--- src/rtl/uart_msg_tx_341457971277988435_pkg.sv ---
// Shared types for the fixed-message UART transmitter.
// FSM encoding, parity codes and a counter width helper.
package uart_msg_tx_341457971277988435_pkg;

   typedef enum logic [2:0] {
      S_IDLE,
      S_START,
      S_DATA,
      S_PAR,
      S_STOP,
      S_GAP
   } state_t;

   localparam int PAR_NONE = 0;
   localparam int PAR_EVEN = 1;
   localparam int PAR_ODD  = 2;

   // Width of a counter holding 0..n-1, never below one bit.
   function automatic int cnt_w(input int n);
      return (n > 1) ? $clog2(n) : 1;
   endfunction

endpackage

--- src/rtl/uart_msg_tx_341457971277988435_bit_timer.sv ---
// Bit-period timer: counts CLKS_PER_BIT-1 down to 0.
// tick marks the last cycle of every bit; load holds it at the top.
module uart_bit_timer_341457971277988435
   import uart_msg_tx_341457971277988435_pkg::*;
#(
   parameter int CLKS_PER_BIT = 1
)(
   input  logic clk,
   input  logic reset,
   input  logic load,
   output logic tick
);

   localparam int CW = cnt_w(CLKS_PER_BIT);
   localparam logic [CW-1:0] TOP = CW'(CLKS_PER_BIT - 1);

   logic [CW-1:0] cnt;

   // Down-counter, reloaded on load or after terminal count.
   always_ff @(posedge clk or negedge reset) begin
      if (!reset) begin
         cnt <= '0;
      end else if (load || cnt == '0) begin
         cnt <= TOP;
      end else begin
         cnt <= cnt - CW'(1);
      end
   end

   assign tick = (cnt == '0);

endmodule

--- src/rtl/uart_msg_tx_341457971277988435.sv ---
// Fixed-message UART transmitter with parity, stop bits and gaps.
// All outputs are registered from the next-state logic.
module uart_msg_tx_341457971277988435
   import uart_msg_tx_341457971277988435_pkg::*;
#(
   parameter int                   MSG_LEN      = 13,
   parameter logic [8*MSG_LEN-1:0] MSG          = "Hello World!\n",
   parameter int                   CLKS_PER_BIT = 1,
   parameter int                   DATA_BITS    = 8,
   parameter int                   PARITY       = 0,
   parameter int                   STOP_BITS    = 1,
   parameter int                   CHAR_GAP     = 1,
   parameter int                   MSG_GAP      = 11
)(
   input  logic clk,
   input  logic reset,
   input  logic start,
   input  logic repeat_en,
   output logic uart_tx,
   output logic busy,
   output logic done
);

   localparam int IW = cnt_w(MSG_LEN);
   localparam int GW = cnt_w(CHAR_GAP + MSG_GAP + 1);

   localparam logic [7:0]    DMASK = 8'((1 << DATA_BITS) - 1);
   localparam logic [2:0]    DLAST = 3'(DATA_BITS - 1);
   localparam logic [IW-1:0] ILAST = IW'(MSG_LEN - 1);
   localparam logic [GW-1:0] GAP_C = GW'(CHAR_GAP);
   localparam logic [GW-1:0] GAP_M = GW'(MSG_GAP);
   localparam logic          SLAST = (STOP_BITS == 2);

   state_t        state;
   state_t        state_n;
   logic [2:0]    bit_idx;
   logic [2:0]    bit_idx_n;
   logic          stop_idx;
   logic          stop_idx_n;
   logic [GW-1:0] gap_cnt;
   logic [GW-1:0] gap_cnt_n;
   logic [IW-1:0] char_idx;
   logic [IW-1:0] char_idx_n;
   logic          tx_n;
   logic          busy_n;
   logic          done_n;
   logic          char_end;

   logic          tick;
   logic          load;
   logic [7:0]    chr;
   logic          par_bit;
   logic          last;
   logic [GW-1:0] gap_len;

   assign load = (state == S_IDLE);

   uart_bit_timer_341457971277988435 #(
      .CLKS_PER_BIT(CLKS_PER_BIT)
   ) u_timer (
      .clk  (clk),
      .reset(reset),
      .load (load),
      .tick (tick)
   );

   // Current character, its parity and the gap owed after it.
   always_comb begin
      chr     = MSG[8*(MSG_LEN-1-int'(char_idx)) +: 8];
      par_bit = (^(chr & DMASK)) ^ (PARITY == PAR_ODD);
      last    = (char_idx == ILAST);
      gap_len = GAP_C + (last ? GAP_M : '0);
   end

   // Next-state, counter and output decode.
   always_comb begin
      state_n    = state;
      bit_idx_n  = bit_idx;
      stop_idx_n = stop_idx;
      gap_cnt_n  = gap_cnt;
      char_idx_n = char_idx;
      done_n     = 1'b0;
      char_end   = 1'b0;

      unique case (state)
         S_IDLE: begin
            if (start || repeat_en) begin
               state_n    = S_START;
               char_idx_n = '0;
            end
         end
         S_START: begin
            if (tick) begin
               state_n   = S_DATA;
               bit_idx_n = '0;
            end
         end
         S_DATA: begin
            if (tick) begin
               if (bit_idx == DLAST) begin
                  state_n    = (PARITY != PAR_NONE) ? S_PAR : S_STOP;
                  stop_idx_n = 1'b0;
               end else begin
                  bit_idx_n = bit_idx + 3'd1;
               end
            end
         end
         S_PAR: begin
            if (tick) begin
               state_n    = S_STOP;
               stop_idx_n = 1'b0;
            end
         end
         S_STOP: begin
            if (tick) begin
               if (stop_idx == SLAST) begin
                  if (gap_len != '0) begin
                     state_n   = S_GAP;
                     gap_cnt_n = gap_len - GW'(1);
                  end else begin
                     char_end = 1'b1;
                  end
               end else begin
                  stop_idx_n = 1'b1;
               end
            end
         end
         S_GAP: begin
            if (tick) begin
               if (gap_cnt == '0) begin
                  char_end = 1'b1;
               end else begin
                  gap_cnt_n = gap_cnt - GW'(1);
               end
            end
         end
         default: state_n = S_IDLE;
      endcase

      if (char_end) begin
         if (last) begin
            state_n = S_IDLE;
            done_n  = 1'b1;
         end else begin
            state_n    = S_START;
            char_idx_n = char_idx + IW'(1);
         end
      end

      unique case (state_n)
         S_START: tx_n = 1'b0;
         S_DATA:  tx_n = chr[bit_idx_n];
         S_PAR:   tx_n = par_bit;
         default: tx_n = 1'b1;
      endcase

      busy_n = (state_n != S_IDLE);
   end

   // State, counters and registered outputs.
   always_ff @(posedge clk or negedge reset) begin
      if (!reset) begin
         state    <= S_IDLE;
         bit_idx  <= '0;
         stop_idx <= 1'b0;
         gap_cnt  <= '0;
         char_idx <= '0;
         uart_tx  <= 1'b1;
         busy     <= 1'b0;
         done     <= 1'b0;
      end else begin
         state    <= state_n;
         bit_idx  <= bit_idx_n;
         stop_idx <= stop_idx_n;
         gap_cnt  <= gap_cnt_n;
         char_idx <= char_idx_n;
         uart_tx  <= tx_n;
         busy     <= busy_n;
         done     <= done_n;
      end
   end

endmodule

--- config.mk ---
export PLATFORM = sky130hd
export DESIGN_NAME = uart_msg_tx_341457971277988435
export DESIGN_NICKNAME = d
export VERILOG_FILES = /design/src/rtl/uart_msg_tx_341457971277988435_pkg.sv /design/src/rtl/uart_msg_tx_341457971277988435_bit_timer.sv /design/src/rtl/uart_msg_tx_341457971277988435.sv
export SDC_FILE = /design/constraint.sdc
export NUM_CORES = 1
export LEC_CHECK = 0
export CORE_UTILIZATION = 38
export CTS_CLUSTER_DIAMETER = 40
export CTS_CLUSTER_SIZE = 30
export DETAILED_ROUTE_END_ITERATION = 10
export PLACE_DENSITY = 0.57
export REMOVE_ABC_BUFFERS = 1
export SLEW_MARGIN = 20
export SYNTH_ARGS = -nofsm -noshare
export SYNTH_HDL_FRONTEND = slang
export SYNTH_SLANG_ARGS = --single-unit
export TNS_END_PERCENT = 1
--- constraint.sdc ---
create_clock -name clk -period 3.7 [get_ports clk]
set_input_delay 0.555 -clock clk [delete_from_list [all_inputs] [get_ports clk]]
set_output_delay 0.555 -clock clk [all_outputs]
set_load 0.02 [all_outputs]
### Yosys cells after proc, flatten, opt, wreduce, memory -nomap -nowiden

Index checks and enable logic that the tools add are counted.

* add/sub/neg operators: 7
* order comparisons: 1
* eq/ne operators: 18
* shifts and indexed selects: 1
* multiplexer cells: 44
* bitwise gates (word level): 1
* reduce and logical (&&, ||, !) cells: 11

Operators by type and width (number)
* $shiftx 104x8->8 const A: 1
* $mux 4: 10
* $mux 3: 12
* $pmux 3 s6: 1
* $ne 2x2->1 const B: 8
* $mux 1: 15
* $eq 3x2->1 const B: 4
* $eq 3x3->1 const B: 3
* $pmux 4 s2: 1
* $reduce_xor 8->1: 1
* $sub 4x1->4 const B: 2
* $eq 3x1->1 const B: 2
* $pmux 1 s3: 2
* $pmux 3 s2: 1
* $reduce_and 6->1: 1
* $reduce_bool 3->1: 2
* $reduce_and 5->1: 1
* $sub 4x4->5 const A: 1
* $add 1x4->4 const A: 1
* $add 4x1->4 const B: 1
* $eq 4x4->1 const B: 1
* $logic_not 4->1: 1
* $lt 3x4->1 const B: 1
* $reduce_bool 4->1: 1
* 8 further kinds: 9

* bits in registers: 19
* input port bits: 4
* output and inout bits: 3
* word-level logic and storage cells: 92

### Logic depth before layout (Yosys ltp)

* depth in word-level cells: 11
* gate-level depth with buffers: 13
* mapped depth without buffers: 9

### Modules after synthesis

A second synthesis with hierarchy kept.

* cells, all modules: 208
* area, all modules: 1610.3 um^2

By module, submodules not included
* uart_msg_tx_341457971277988435: instances 1, cells each 205, area an instance 1577.8 um^2, sequential area each 426.7 um^2
* uart_bit_timer_341457971277988435: instances 1, cells each 3, area an instance 32.5 um^2, sequential area each 25.0 um^2

### Least setup slack after synthesis

OpenSTA, ideal clock, no wires.

* path type: register -> register
* start: reg char_idx[0]
* end: reg gap_cnt[2]
* arrival time: 2.300 ns
* required time: 3.559 ns
* setup slack: 1.259 ns
* cell stages (with the launch flop): 13
* buffers on the path: 3
* cell sequence: dfrtp_1 -> buf_2 -> clkinv_1 -> ha_1 -> buf_2 -> buf_2 -> and3_1 -> nand2_1 -> o21ai_0 -> ha_1 -> or2_2 -> a21oi_1 -> a221oi_1

* cells in the longest elaborated chain, start to end: 8

RTL lines
* from (decl): RTL line uart_msg_tx_341457971277988435.sv:42 `logic [IW-1:0] char_idx;`
* from (signal assigned): RTL line uart_msg_tx_341457971277988435.sv:176 `char_idx <= char_idx_n;`
* $eq 4x4->1 (*): RTL line uart_msg_tx_341457971277988435.sv:71 `last = (char_idx == ILAST);`
* $mux 4 (*): RTL line uart_msg_tx_341457971277988435.sv:72 `gap_len = GAP_C + (last ? GAP_M : '0);`
* $add 1x4->4 (*): RTL line uart_msg_tx_341457971277988435.sv:72
* $sub 4x1->4: RTL line uart_msg_tx_341457971277988435.sv:119 `gap_cnt_n = gap_len - GW'(1);`
* $mux 4: RTL line uart_msg_tx_341457971277988435.sv:117 `if (gap_len != '0) begin`
* $mux 4: RTL line uart_msg_tx_341457971277988435.sv:116 `if (stop_idx == SLAST) begin`
* $mux 4: RTL line uart_msg_tx_341457971277988435.sv:115 `if (tick) begin`
* $pmux 4 s2: RTL line uart_msg_tx_341457971277988435.sv:85 `unique case (state)`
* to (signal assigned): RTL line uart_msg_tx_341457971277988435.sv:175 `gap_cnt <= gap_cnt_n;`
* to (decl): RTL line uart_msg_tx_341457971277988435.sv:40 `logic [GW-1:0] gap_cnt;`

Mark *: on every way between the ends. The rest lies on a longest branch, timed or not. The select of a mux whose other input is x is not followed.
A chain may end at the register's enable or synchronous reset.

### Final worst setup path

* start: reg char_idx[1]
* end: reg gap_cnt[2]

The elaborated chain is that of the path after synthesis.

==> impl_metrics.py <==
metrics = {
    "power_and_ir_drop": {
        "pwr-share-seq": 0.330,
        "comb_power_share": 0.509,
        "p_leak_nw": 0.671,
        "p_int_uw": 578,
        "sw_frac_of_total": 0.427,
        "power.switching_uw": 431,
        "vdd_drop_max_v": 0.000188,
        "clockPowerShare": 0.161,
        "powerDensity_nw_per_um2": 577,
    },
    "layout": {
        "layout_common_cells": "nand2_1 (22), a21oi_1 (17), dfrtp_1 (17), o21ai_0 (14), nor2_1 (14)",
        "layout_commonest_cell": "nand2_1",
        "drive_above_1_share": 0.115,
        "nets": 209,
        "synthToLayoutAreaGrowth_pct": 5.75,
        "antennaDiodeCount": 0,
    },
    "synth": {
        "syn_avg_cell_area_um2": 8.07,
        "syn-instance-count": 205,
        "async_reset_ff_frac": 1.00,
        "synth_edf_count": 0,
        "synth_seq_area_share": 0.273,
        "synth-seq-cells": 18,
        "ys_warn_count": 0,
        "ys_types": 60,
        "synth_flop_cell": "dfrtp_1",
        "synth_area_um2": 1650,
    },
    "setup_path": {
        "cpMaxStageDelayCell": "dfrtp_1",
        "cp-endpoint": "gap_cnt[2]",
        "path_max_fanout": 15,
        "r2r_end": "gap_cnt[2]",
        "r2r_cells": 10,
        "worstPathCellList": "clkinv_1 > ha_1 > buf_4 > and3_1 > nand2_1 > o21ai_0 > ha_1 > or2_2 > a21oi_1 > a221oi_1",
        "startpoint_type": "flop",
        "critPathCaptureType": "flop",
        "reg2reg_slack_ns": 0.76,
        "cpPeakStageDelay_ns": 0.58,
        "cp.required_ns": 3.82,
        "path_class": "flop to flop",
        "crit_start": "char_idx[1]",
        "worstReg2RegStart": "char_idx[1]",
        "critical_path_arrival_ns": 3.07,
        "crit_top_cell": "ha_1",
    },
    "global_routing": {
        "antenna_found_initial": 0,
        "grt_pass1_wl_um": 6200,
        "grt_overflow": 0,
        "grt_use_total": 0.176,
        "grt_pass1_vias": 1309,
        "grt_max_degree": 26,
    },
    "route": {
        "totalWireLength_um": 3690,
        "drt_iter0_drc": 106,
        "vias": 1485,
        "routedWlPerCell_um": 14.7,
        "viasPerCell": 5.94,
        "drc": 0,
        "drt_pass1_iterations": 4,
        "drt.antenna.violating_nets": 0,
    },
    "job": {
        "drv_cap": 0,
    },
    "floorplanning": {
        "start_util": 0.405,
        "die_area_um2": 4620,
        "coreArea_um2": 4090,
        "die_w_um": 68.0,
        "fp-row-count": 23,
        "num_io_pins": 7,
        "die_h_um": 68.0,
    },
    "sta": {
        "hold_viol": 0,
        "max_slew_margin": 0.456,
        "rsz0062_at_grt": "no",
        "min_period_ns": 2.94,
        "tns_ns": 0,
        "fmax_ghz": 0.340,
        "worst_slew_pin_slew_ns": 0.814,
        "slew_viol_final": 0,
        "fin_skew_ns": 0.00259,
        "timing.hold.ws_ns": 0.514,
        "setup_viol": 0,
        "finalCritPeriodShare": 0.796,
    },
    "clocking": {
        "post-cts-setup-buffers": 0,
        "cts_hold_buf": 0,
        "cts_resized": 0,
        "clkSlewWorstSetupHoldPaths_ns": 0.07,
        "root_buffer": "clkbuf_8",
        "cts_tree": "yes",
        "cts-buffers-inserted": 3,
        "h-tree-depth": 1,
        "cts_buffer_depth": 2,
        "insertion_delay_ns": 0.25,
        "cts_sinks": 18,
    },
    "placement": {
        "io_buffers": 6,
        "gp_congestion": 0.878,
        "hpwlAfterDp_um": 2660,
    },
    "run_status": {
        "outcome": "complete, no violations",
    },
    "hold_path": {
        "min_path_type": "flop to flop",
    },
}
==> cells in the mapped netlist (all sizes together), types with 4 or more instances <==
cell type | number | area share
inv | 4 | 0.0091
nor3 | 6 | 0.032
or2 | 5 | 0.020
dfrtp | 17 | 0.26
nor2 | 16 | 0.039
nand2b | 9 | 0.034
ha | 4 | 0.030
o31ai | 4 | 0.021
a21oi | 18 | 0.057
nand2 | 22 | 0.050
buf | 14 | 0.052
nand3b | 4 | 0.018
nor3b | 4 | 0.025
o21ai | 17 | 0.051
nand3 | 5 | 0.015
==> layout make-up <==
cell class	instances	area (µm²)
Fill cell	425	2340
Multi-Input combinational cell	164	1080
Sequential cell	18	452
Timing Repair Buffer	8	75.1
Tap cell	50	62.6
Clock buffer	4	55.1
Inverter	6	22.5
==> power groups by stage <==
| stage | logic, mW | clock network, mW | registers (mW) |
|---|---|---|---|
| detailed placement | 0.512 | 0 | 0.336 |
| floorplan | 0.374 | 0 | 0.339 |
| global route | 0.576 | 0.175 | 0.345 |
| CTS | 0.513 | 0.166 | 0.333 |
| global placement | 0.503 | 0 | 0.333 |
| finish | 0.513 | 0.162 | 0.333 |
==> state kept, by name (all words and copies together), names as in the netlist <==
name         cells
busy             1
state            3
bit_idx          3
u_timer.cnt      1
char_idx         4
gap_cnt          4
uart_tx          1
done             1
==> worst max-delay path, delay by kind of cell, from the launching register on <==
| kind | cells | cell delay (ns) |
|---|---|---|
| compound gates | 3 | 0.38 |
| buf+inv | 2 | 0.55 |
| flops | 1 | 0.58 |
| simple gates | 3 | 0.64 |
| fa+ha+maj | 2 | 0.66 |
==> through the flow <==
step | instances | worst slack [ns] | utilization | power, mW | area [µm²]
after floorplan | 188 | 0.990 | - | 0.713 | 1560
after global placement | 246 | 1.01 | 0.415 | 0.836 | 1690
after detailed placement | 246 | 0.830 | 0.415 | 0.848 | 1690
after CTS | 250 | 0.809 | 0.428 | 1.01 | 1750
after global routing | 250 | 0.493 | 0.428 | 1.10 | 1750
final | 250 | 0.756 | 0.428 | 1.01 | 1750
==> worst min path at each step <==
stage / start / to / cells past startpoint
final: gap_cnt[3] / gap_cnt[3] / 1
after global routing: gap_cnt[3] / gap_cnt[3] / 1
after CTS: gap_cnt[3] / gap_cnt[3] / 1
after detailed placement: gap_cnt[3] / gap_cnt[3] / 1
after global placement: gap_cnt[3] / gap_cnt[3] / 1
after floorplan: reset / bit_idx[0] / 0
==> cells by family (layout without fill, tap and decap cells) <==
family / after synthesis / count (layout) / synth area share
and+or+nand+nor: 86 / 86 / 0.308
AOI/OAI and AO/OA: 67 / 67 / 0.279
buffers and inverters: 23 / 18 / 0.0726
DFF: 18 / 18 / 0.273
adders and majority gates: 4 / 4 / 0.0303
xor gates and xnor gates: 4 / 4 / 0.0212
muxes: 2 / 2 / 0.0136
other: 1 / 1 / 0.00227
==> per-layer routing <==
layer	track usage	vias to the layer above	part of all wire	routed length, µm
met4	0.0365	0	0.0060	22
met2	0.263	25	0.45	1660
met3	0.0383	4	0.031	113
met5	0	-	0	0
li1	-	747	-	-
met1	0.257	709	0.51	1890
(Power assumes the default switching activity.)
